**src/rtl/dvfs_actuator.sv**
```systemverilog
// DVFS actuator: sequences regulator and PLL changes so that voltage always
// leads a frequency increase and trails a frequency decrease.
module dvfs_actuator #(
  parameter int SETTLE_CYCLES  = 16,
  parameter int TIMEOUT_CYCLES = 1024
) (
  input  logic        clk_i,
  input  logic        rst_i,
  input  logic [2:0]  voltage_level_i,
  input  logic [3:0]  frequency_level_i,
  input  logic        dvfs_update_i,
  output logic [2:0]  vreg_level_o,
  output logic        vreg_req_o,
  input  logic        vreg_ack_i,
  output logic [3:0]  pll_freq_o,
  output logic        pll_req_o,
  input  logic        pll_lock_i,
  output logic        busy_o,
  output logic        done_o,
  output logic        error_o,
  input  logic        clear_err_i,
  output logic [15:0] transition_count_o
);

  localparam int SW = $clog2(SETTLE_CYCLES + 1);
  localparam int TW = $clog2(TIMEOUT_CYCLES + 1);
  localparam logic [SW-1:0] SETTLE_LAST  = SW'(SETTLE_CYCLES - 1);
  localparam logic [TW-1:0] TIMEOUT_LAST = TW'(TIMEOUT_CYCLES - 1);

  typedef enum logic [2:0] {
    IDLE, V_RAISE, V_SETTLE_UP, F_SET, F_SETTLE, V_LOWER, V_SETTLE_DN
  } state_t;

  state_t        state_reg, state_next;
  logic          upd_prev_reg;
  logic          pend_valid_reg, pend_valid_next;
  logic [2:0]    pend_v_reg, pend_v_next;
  logic [3:0]    pend_f_reg, pend_f_next;
  logic [2:0]    tv_reg, tv_next;
  logic [3:0]    tf_reg, tf_next;
  logic [2:0]    vlevel_reg, vlevel_next;
  logic          vreq_reg, vreq_next;
  logic [3:0]    pfreq_reg, pfreq_next;
  logic          preq_reg, preq_next;
  logic          done_reg, done_next;
  logic          error_reg, error_next;
  logic [15:0]   count_reg, count_next;
  logic [SW-1:0] settle_reg, settle_next;
  logic [TW-1:0] timeout_reg, timeout_next;

  logic req_edge;
  logic timeout_fire;
  logic finish;

  assign req_edge = dvfs_update_i & ~upd_prev_reg;

  always_comb begin
    state_next      = state_reg;
    pend_valid_next = pend_valid_reg;
    pend_v_next     = pend_v_reg;
    pend_f_next     = pend_f_reg;
    tv_next         = tv_reg;
    tf_next         = tf_reg;
    vlevel_next     = vlevel_reg;
    vreq_next       = vreq_reg;
    pfreq_next      = pfreq_reg;
    preq_next       = preq_reg;
    done_next       = 1'b0;
    error_next      = error_reg;
    count_next      = count_reg;
    settle_next     = settle_reg;
    timeout_next    = timeout_reg;
    timeout_fire    = 1'b0;
    finish          = 1'b0;

    case (state_reg)
      IDLE: begin
        if (pend_valid_reg) begin
          pend_valid_next = 1'b0;
          tv_next         = pend_v_reg;
          tf_next         = pend_f_reg;
          if (pend_v_reg > vlevel_reg) begin
            state_next   = V_RAISE;
            vlevel_next  = pend_v_reg;
            vreq_next    = 1'b1;
            timeout_next = '0;
          end else if (pend_f_reg != pfreq_reg) begin
            state_next   = F_SET;
            pfreq_next   = pend_f_reg;
            preq_next    = 1'b1;
            timeout_next = '0;
          end else if (pend_v_reg < vlevel_reg) begin
            state_next   = V_LOWER;
            vlevel_next  = pend_v_reg;
            vreq_next    = 1'b1;
            timeout_next = '0;
          end else begin
            // Target already in place: acknowledge without counting.
            done_next = 1'b1;
          end
        end
      end

      V_RAISE, V_LOWER: begin
        if (vreg_ack_i) begin
          vreq_next   = 1'b0;
          settle_next = '0;
          state_next  = (state_reg == V_RAISE) ? V_SETTLE_UP : V_SETTLE_DN;
        end else if (timeout_reg == TIMEOUT_LAST) begin
          vreq_next    = 1'b0;
          timeout_fire = 1'b1;
          state_next   = IDLE;
        end else begin
          timeout_next = timeout_reg + 1'b1;
        end
      end

      F_SET: begin
        if (pll_lock_i) begin
          preq_next   = 1'b0;
          settle_next = '0;
          state_next  = F_SETTLE;
        end else if (timeout_reg == TIMEOUT_LAST) begin
          preq_next    = 1'b0;
          timeout_fire = 1'b1;
          state_next   = IDLE;
        end else begin
          timeout_next = timeout_reg + 1'b1;
        end
      end

      V_SETTLE_UP: begin
        if (settle_reg == SETTLE_LAST) begin
          if (tf_reg != pfreq_reg) begin
            state_next   = F_SET;
            pfreq_next   = tf_reg;
            preq_next    = 1'b1;
            timeout_next = '0;
          end else begin
            finish = 1'b1;
          end
        end else begin
          settle_next = settle_reg + 1'b1;
        end
      end

      F_SETTLE: begin
        if (settle_reg == SETTLE_LAST) begin
          if (tv_reg < vlevel_reg) begin
            state_next   = V_LOWER;
            vlevel_next  = tv_reg;
            vreq_next    = 1'b1;
            timeout_next = '0;
          end else begin
            finish = 1'b1;
          end
        end else begin
          settle_next = settle_reg + 1'b1;
        end
      end

      V_SETTLE_DN: begin
        if (settle_reg == SETTLE_LAST) begin
          finish = 1'b1;
        end else begin
          settle_next = settle_reg + 1'b1;
        end
      end

      default: state_next = IDLE;
    endcase

    if (finish) begin
      state_next = IDLE;
      done_next  = 1'b1;
      count_next = count_reg + 16'd1;
    end

    // A timeout in the same cycle as a clear must leave the flag set.
    if (timeout_fire) begin
      error_next = 1'b1;
    end else if (clear_err_i) begin
      error_next = 1'b0;
    end

    // Capture after the pop so a request arriving in the pop cycle survives.
    if (req_edge) begin
      pend_valid_next = 1'b1;
      pend_v_next     = voltage_level_i;
      pend_f_next     = frequency_level_i;
    end
  end

  always_ff @(posedge clk_i) begin
    if (rst_i) begin
      state_reg      <= IDLE;
      upd_prev_reg   <= 1'b0;
      pend_valid_reg <= 1'b0;
      pend_v_reg     <= '0;
      pend_f_reg     <= '0;
      tv_reg         <= 3'b100;
      tf_reg         <= 4'h8;
      vlevel_reg     <= 3'b100;
      vreq_reg       <= 1'b0;
      pfreq_reg      <= 4'h8;
      preq_reg       <= 1'b0;
      done_reg       <= 1'b0;
      error_reg      <= 1'b0;
      count_reg      <= '0;
      settle_reg     <= '0;
      timeout_reg    <= '0;
    end else begin
      state_reg      <= state_next;
      upd_prev_reg   <= dvfs_update_i;
      pend_valid_reg <= pend_valid_next;
      pend_v_reg     <= pend_v_next;
      pend_f_reg     <= pend_f_next;
      tv_reg         <= tv_next;
      tf_reg         <= tf_next;
      vlevel_reg     <= vlevel_next;
      vreq_reg       <= vreq_next;
      pfreq_reg      <= pfreq_next;
      preq_reg       <= preq_next;
      done_reg       <= done_next;
      error_reg      <= error_next;
      count_reg      <= count_next;
      settle_reg     <= settle_next;
      timeout_reg    <= timeout_next;
    end
  end

  assign vreg_level_o       = vlevel_reg;
  assign vreg_req_o         = vreq_reg;
  assign pll_freq_o         = pfreq_reg;
  assign pll_req_o          = preq_reg;
  assign busy_o             = (state_reg != IDLE);
  assign done_o             = done_reg;
  assign error_o            = error_reg;
  assign transition_count_o = count_reg;

endmodule

```
**config.mk**
```make
export PLATFORM = sky130hd
export DESIGN_NAME = dvfs_actuator
export DESIGN_NICKNAME = d
export VERILOG_FILES = /design/src/rtl/dvfs_actuator.sv
export SDC_FILE = /design/constraint.sdc
export NUM_CORES = 1
export LEC_CHECK = 0
export ABC_AREA = 1
export CORE_MARGIN = 8
export CORE_UTILIZATION = 40
export CTS_CLUSTER_SIZE = 8
export DETAILED_ROUTE_END_ITERATION = 7
export PLACE_DENSITY_LB_ADDON = 0.05
export SYNTH_ARGS = -nofsm -noshare
export SYNTH_HDL_FRONTEND = slang
export SYNTH_SLANG_ARGS = --single-unit
```
**constraint.sdc**
```tcl
create_clock -name clk_i -period 2.2 [get_ports clk_i]
set_input_delay 0.22 -clock clk_i [delete_from_list [all_inputs] [get_ports clk_i]]
set_output_delay 0.22 -clock clk_i [all_outputs]
set_load 0.03 [all_outputs]
```
Word level (Yosys, flattened, before mapping)
Index checks and enable logic that the tools add are counted.

Bits in registers: 62. Input bits: 13. Output and inout bits: 28. Word-level logic and storage cells: 151.

Add/subtract/negate cells: 3. Magnitude comparators: 3. Eq/ne operators: 27. Multiplexer cells: 78. Bitwise operators: 3. Reductions and logical operators: 21.

Operators by type and width (number): 11-bit 2-to-1 mux (11); 11-bit one-hot mux with 5 select lines (1); 3-bit 2-to-1 mux (18); 1-bit 2-to-1 mux (32); 2-bit inequality test, second input constant (12); 7-bit AND reduction (3); 4-bit 2-to-1 mux (5); 3-bit one-hot mux with 6 select lines (1); 16-bit by 1-bit adder with 16-bit output, second input constant (1); 5-bit 2-to-1 mux (3); 5-bit one-hot mux with 3 select lines (1); 3-bit inequality test, second input constant (4); 6-bit AND reduction (2); 3-bit nonzero test (4); 11-bit by 1-bit adder with 11-bit output, second input constant (1); 11-bit by 10-bit == test with 1-bit output, second input constant (1); 3-bit == test, second input constant (3); 1-bit one-hot mux with 3 select lines (3); 9-bit AND reduction (1); 4-bit inequality test (2); 4-bit one-hot mux with 2 select lines (1); 2-bit nonzero test (4); 3-bit by 2-bit == test with 1-bit output, second input constant (2); 3-bit < comparator (2); 15 further kinds (17).

Longest topological paths before layout
Depth after elaboration: 7. Gate-level depth with buffers: 15. Mapped depth without buffers: 15.

Least setup slack after synthesis
OpenSTA, ideal clock, no wires.

Kind: reg-to-reg. From: register vlevel_reg[2], in the netlist vreg_level_o[2]. To: register timeout_reg[10]. Setup time: 0.132 ns. Data arrival time: 1.860 ns. Data required time: 2.068 ns. Setup slack: 0.208 ns. Stages on the path, launching flop included: 13. Buffers on the path: 1. Clock period less this slack: 1.992 ns. Cell sequence: dfxtp_1 inv_1 ha_1 nand2_1 nor2_1 nor2_1 nor2_1 inv_1 nor2_1 nor2_4 buf_2 nand3_1 a21oi_1.

Cells in the longest elaborated chain, start to end: 4. Elaborated cells between the ends (all ways): 9. Those cells by class: 3 x order compare; 2 x eq/ne; 3 x mux; 1 x reduce/logical.

RTL lines: start: declaration (line 41) `logic [2:0] vlevel_reg, vlevel_next;`; start signal: assignment (line 220) `vlevel_reg <= vlevel_next;`; 3-bit greater-than comparator (line 82) `if (pend_v_reg > vlevel_reg) begin`; 11-bit 2-to-1 mux (line 82); 11-bit 2-to-1 mux (line 78) `if (pend_valid_reg) begin`; 11-bit one-hot mux with 5 select lines (line 76) `case (state_reg)`; end signal: assignment (line 228) `timeout_reg <= timeout_next;`; end: declaration (line 49) `logic [TW-1:0] timeout_reg, timeout_next;`.

Several ways; a longest one is shown, not always the timed one. The select of a mux whose other input is x is not followed. A chain may end at the register's enable or synchronous reset.

Worst setup path in the final report
From: register settle_reg[0]. To: register pfreq_reg[0], in the netlist pll_freq_o[0].

Cells in the longest elaborated chain, start to end: 3.

RTL lines: start: declaration (line 48) `logic [SW-1:0] settle_reg, settle_next;`; start signal: assignment (line 227) `settle_reg <= settle_next;`; 5-bit by 4-bit == test with 1-bit output (line 133) `if (settle_reg == SETTLE_LAST) begin`; 2-bit inequality test (no source line); 6-bit AND reduction (no source line); end signal: assignment (line 222) `pfreq_reg <= pfreq_next;`; end: declaration (line 43) `logic [3:0] pfreq_reg, pfreq_next;`.

No other way between the ends.

==> key figures <==
Outcome
  • Result of the run: complete, no violations

Synthesis
  • Combinational family with the most area after synthesis: simple AND/OR/NAND/NOR gates
  • Mux cell area share after synthesis: 0%
  • Sequential area share after synthesis: 34.29%
  • Netlist Area Pre-Place: 3620 sq um
  • Post-Synth XOR/XNOR Area: 4.355%
  • Synth Area in Compound Gates: 9.886%
  • Syn avg cell area: 6.339 sq um
  • Synth area leaders: dfxtp_1 (34%), nand2_1 (17%), nor2_1 (7.8%), nand3_1 (7.6%), inv_1 (6.5%)
  • Number of register bits inferred by synthesis: 62
  • Synth warn: 0
  • Most frequent cell after synthesis: nand2_1
  • Synth top area share: 34.29%
  • Synth Instances: 571
  • Synth unique cells: 28
  • Asr flop ratio synth: 0%
  • Post-Synth Adder-Cell Area: 3.111%
  • Yosys top cell by area: dfxtp_1
  • Synth Area in Simple Gates: 39.03%
  • Syn nets: 593
  • Synth Flop Type: dfxtp_1
  • Synth top cells by count: nand2_1 (161), nor2_1 (75), inv_1 (63)
  • Number of flops mapped to enable cells by yosys: 0

Clocking
  • Clock Tree Root: clkbuf_8
  • Post-CTS Hold Fix Bufs: 0
  • Post-CTS setup buffers: 0
  • Worst-case clock buffer depth: 2
  • H-tree depth: 3
  • Num CTS Buffers: 9
  • Worst-path clk slew: 0.07 ns
  • Clock Sinks: 62
  • CTS resizes: 0
  • TritonCTS clock tree: yes
  • Clk_lat worst skew: 0.35 ns

Power
  • Worst VDD drop: 0.4767 mV
  • Int Pwr: 2550 uW
  • Combinational power share: 47.0%
  • Lkg Pwr: 0.001805 uW
  • Clock power share: 21.5%
  • Net switching power: 1982 uW
  • Sw Share: 43.74%
  • Pwr per Cell Area: 1044 nW/um^2
  • Sequential share of power: 31.5%

Timing
  • Final Skew: 0.01153 ns
  • Slew Limit Fails: 0
  • FMAX: 499.8 MHz
  • Tcrit/Tclk final: 90.95%
  • Final Hold Fails: 0
  • Max_slew headroom: 71.85%
  • WHS: 0.4154 ns
  • Setup TNS Final: 0 ns
  • RSZ-0062 raised after global routing: false
  • Worst Max-Slew Pin Slew: 0.4190 ns
  • Minimum clock period: 2.001 ns
  • Final setup violation count: 0

Worst setup path
  • Crit path max-delay family: simple AND/OR/NAND/NOR gates
  • Crit-path cells: ha_1, inv_1, nor3_1, ha_1, buf_4, nand2_1, nand2_1, nand3_1, nor2_1, nor2_1
  • CP required: 2.45 ns
  • CP max-delay cell: dfxtp_1
  • RR Endpoint: pll_freq_o[0]$_SDFFE_PP0P_
  • Crit path largest cell delay: 0.37 ns
  • Crit path buffers/inverters: 2
  • Worst Setup SP: settle_reg[0]$_SDFFE_PP0P_
  • Crit path kind: reg2reg
  • Reg2reg setup slack: 0.20 ns
  • Crit path max fanout: 12
  • CP Depth: 10
  • Worst setup SP type: register
  • Worst path arrival time: 2.25 ns
  • Critical R2R Launch: settle_reg[0]$_SDFFE_PP0P_
  • Critical path endpoint: pll_freq_o[0]$_SDFFE_PP0P_
  • R2R depth: 10
  • Worst setup EP type: register

Die
  • Die Y: 111.1 um
  • # rows: 34
  • Initial Util: 41.30%
  • Chip width: 111.1 um
  • Boundary pin count: 41
  • Die ar.: 12350 sq um
  • Core footprint: 8763 sq um

Route
  • Vias: 3612
  • DR vias/cell: 4.962
  • WL/cell: 12.58 um
  • Routed WL: 9158 um
  • Antenna-violating nets left: 0
  • DRC errors left: 0
  • TritonRoute pass-1 iters: 4
  • 1st-iter DRT viols: 125

Cells and area
  • Number of diodes: 0
  • Filler cells: 908
  • P&R area growth vs syn: 19.94%
  • Layout cells sized above 1: 6.452%
  • Nets: 640
  • Max reg flops: 16
  • Cell area after layout: 4342 sq um

Flow run
  • Max-cap viol count: 0

Place
  • Routability cong.: 0.8776
  • Post-DP Area: 4155 sq um
  • Port bufs: 40
  • HPWL Detailed: 6836 um

Global routing
  • Initial antenna violation count: 0
  • Vias in the first global route: 3439
  • Largest net degree at the start of global routing: 30
  • First-pass GRT wire length: 15780 um
  • GRT overflow: 0
  • Tot GR Track Use: 14.89%

Min path
  • Hold Path Class: in2reg
## cell families (layout without fill, tap and decap cells)
family	after synthesis	after routing
simple gates	327	327
compound gates	71	71
xor+xnor	18	18
fa+ha+maj	9	9
flops	62	62
buf+inv	84	133
## area by class of cell
| class | instances | area [sq um] | area share, % |
|---|---|---|---|
| Clock buffer | 11 | 141.4 | 3.256 |
| Inverter | 70 | 262.8 | 6.052 |
| Sequential cell | 62 | 1241 | 28.59 |
| Multi-Input combinational cell | 425 | 2048 | 47.18 |
| Tap cell | 108 | 135.1 | 3.112 |
| Clock inverter | 2 | 35.03 | 0.8069 |
| Timing Repair Buffer | 50 | 478.0 | 11.01 |
## cells in the final DEF, fill, tap and decap left out, types with 13 or more instances in the layout
cell type and instances:
nand3_1 55, dfxtp_1 62, inv_1 63, clkdlybuf4s50_1 39, nand2_1 161, xor2_1 13
nor2_1 74, a21oi_1 45, o21ai_0 25
## power by group through the flow
stage | combinational [uW] | sequential [uW] | clock, uW
after global placement | 2110 | 1440 | 0
after CTS | 2120 | 1420 | 1000
final | 2130 | 1430 | 975
after floorplan | 1470 | 1540 | 0
after global routing | 2420 | 1450 | 1040
after detailed placement | 2110 | 1450 | 0
## how the worst min path moves through the flow
| stage | startpoint | to | slack (ns) | cells after the start |
|---|---|---|---|---|
| detailed placement | error_o$_SDFFE_PP0P_ | error_o$_SDFFE_PP0P_ | 0.46 | 2 |
| floorplan | dvfs_update_i | upd_prev_reg$_SDFF_PP0_ | 0.34 | 2 |
| global route | dvfs_update_i | upd_prev_reg$_SDFF_PP0_ | 0.43 | 3 |
| finish | dvfs_update_i | upd_prev_reg$_SDFF_PP0_ | 0.42 | 3 |
| CTS | dvfs_update_i | upd_prev_reg$_SDFF_PP0_ | 0.41 | 3 |
| global placement | error_o$_SDFFE_PP0P_ | error_o$_SDFFE_PP0P_ | 0.46 | 2 |
## layer usage
| metal | GRT usage [%] | wire [um] | vias up |
|---|---|---|---|
| met4 | 5.067 | 123 | 0 |
| met1 | 18.21 | 4528 | 1621 |
| met3 | 3.463 | 375 | 13 |
| li1 | - | - | 1915 |
| met2 | 24.92 | 4130 | 63 |
| met5 | 0 | 0 | - |
## worst min-delay path: stages
cell             delay (ns)
clkdlybuf4s50_1        0.40
inv_1                  0.07
nor2_1                 0.04
## through the flow
step           power, uW  instances  util, %  setup slack [ns]
2_1_floorplan       3011        571        -            0.2076
3_3_place_gp        3550        715    47.42            0.1798
3_5_place_dp        3560        715    47.42            0.1126
4_1_cts             4547        728    49.43          0.008452
5_1_grt             4908        728    49.54           0.01692
6_report            4532        728    49.54            0.1991
Power figures use the tool's default switching activity.
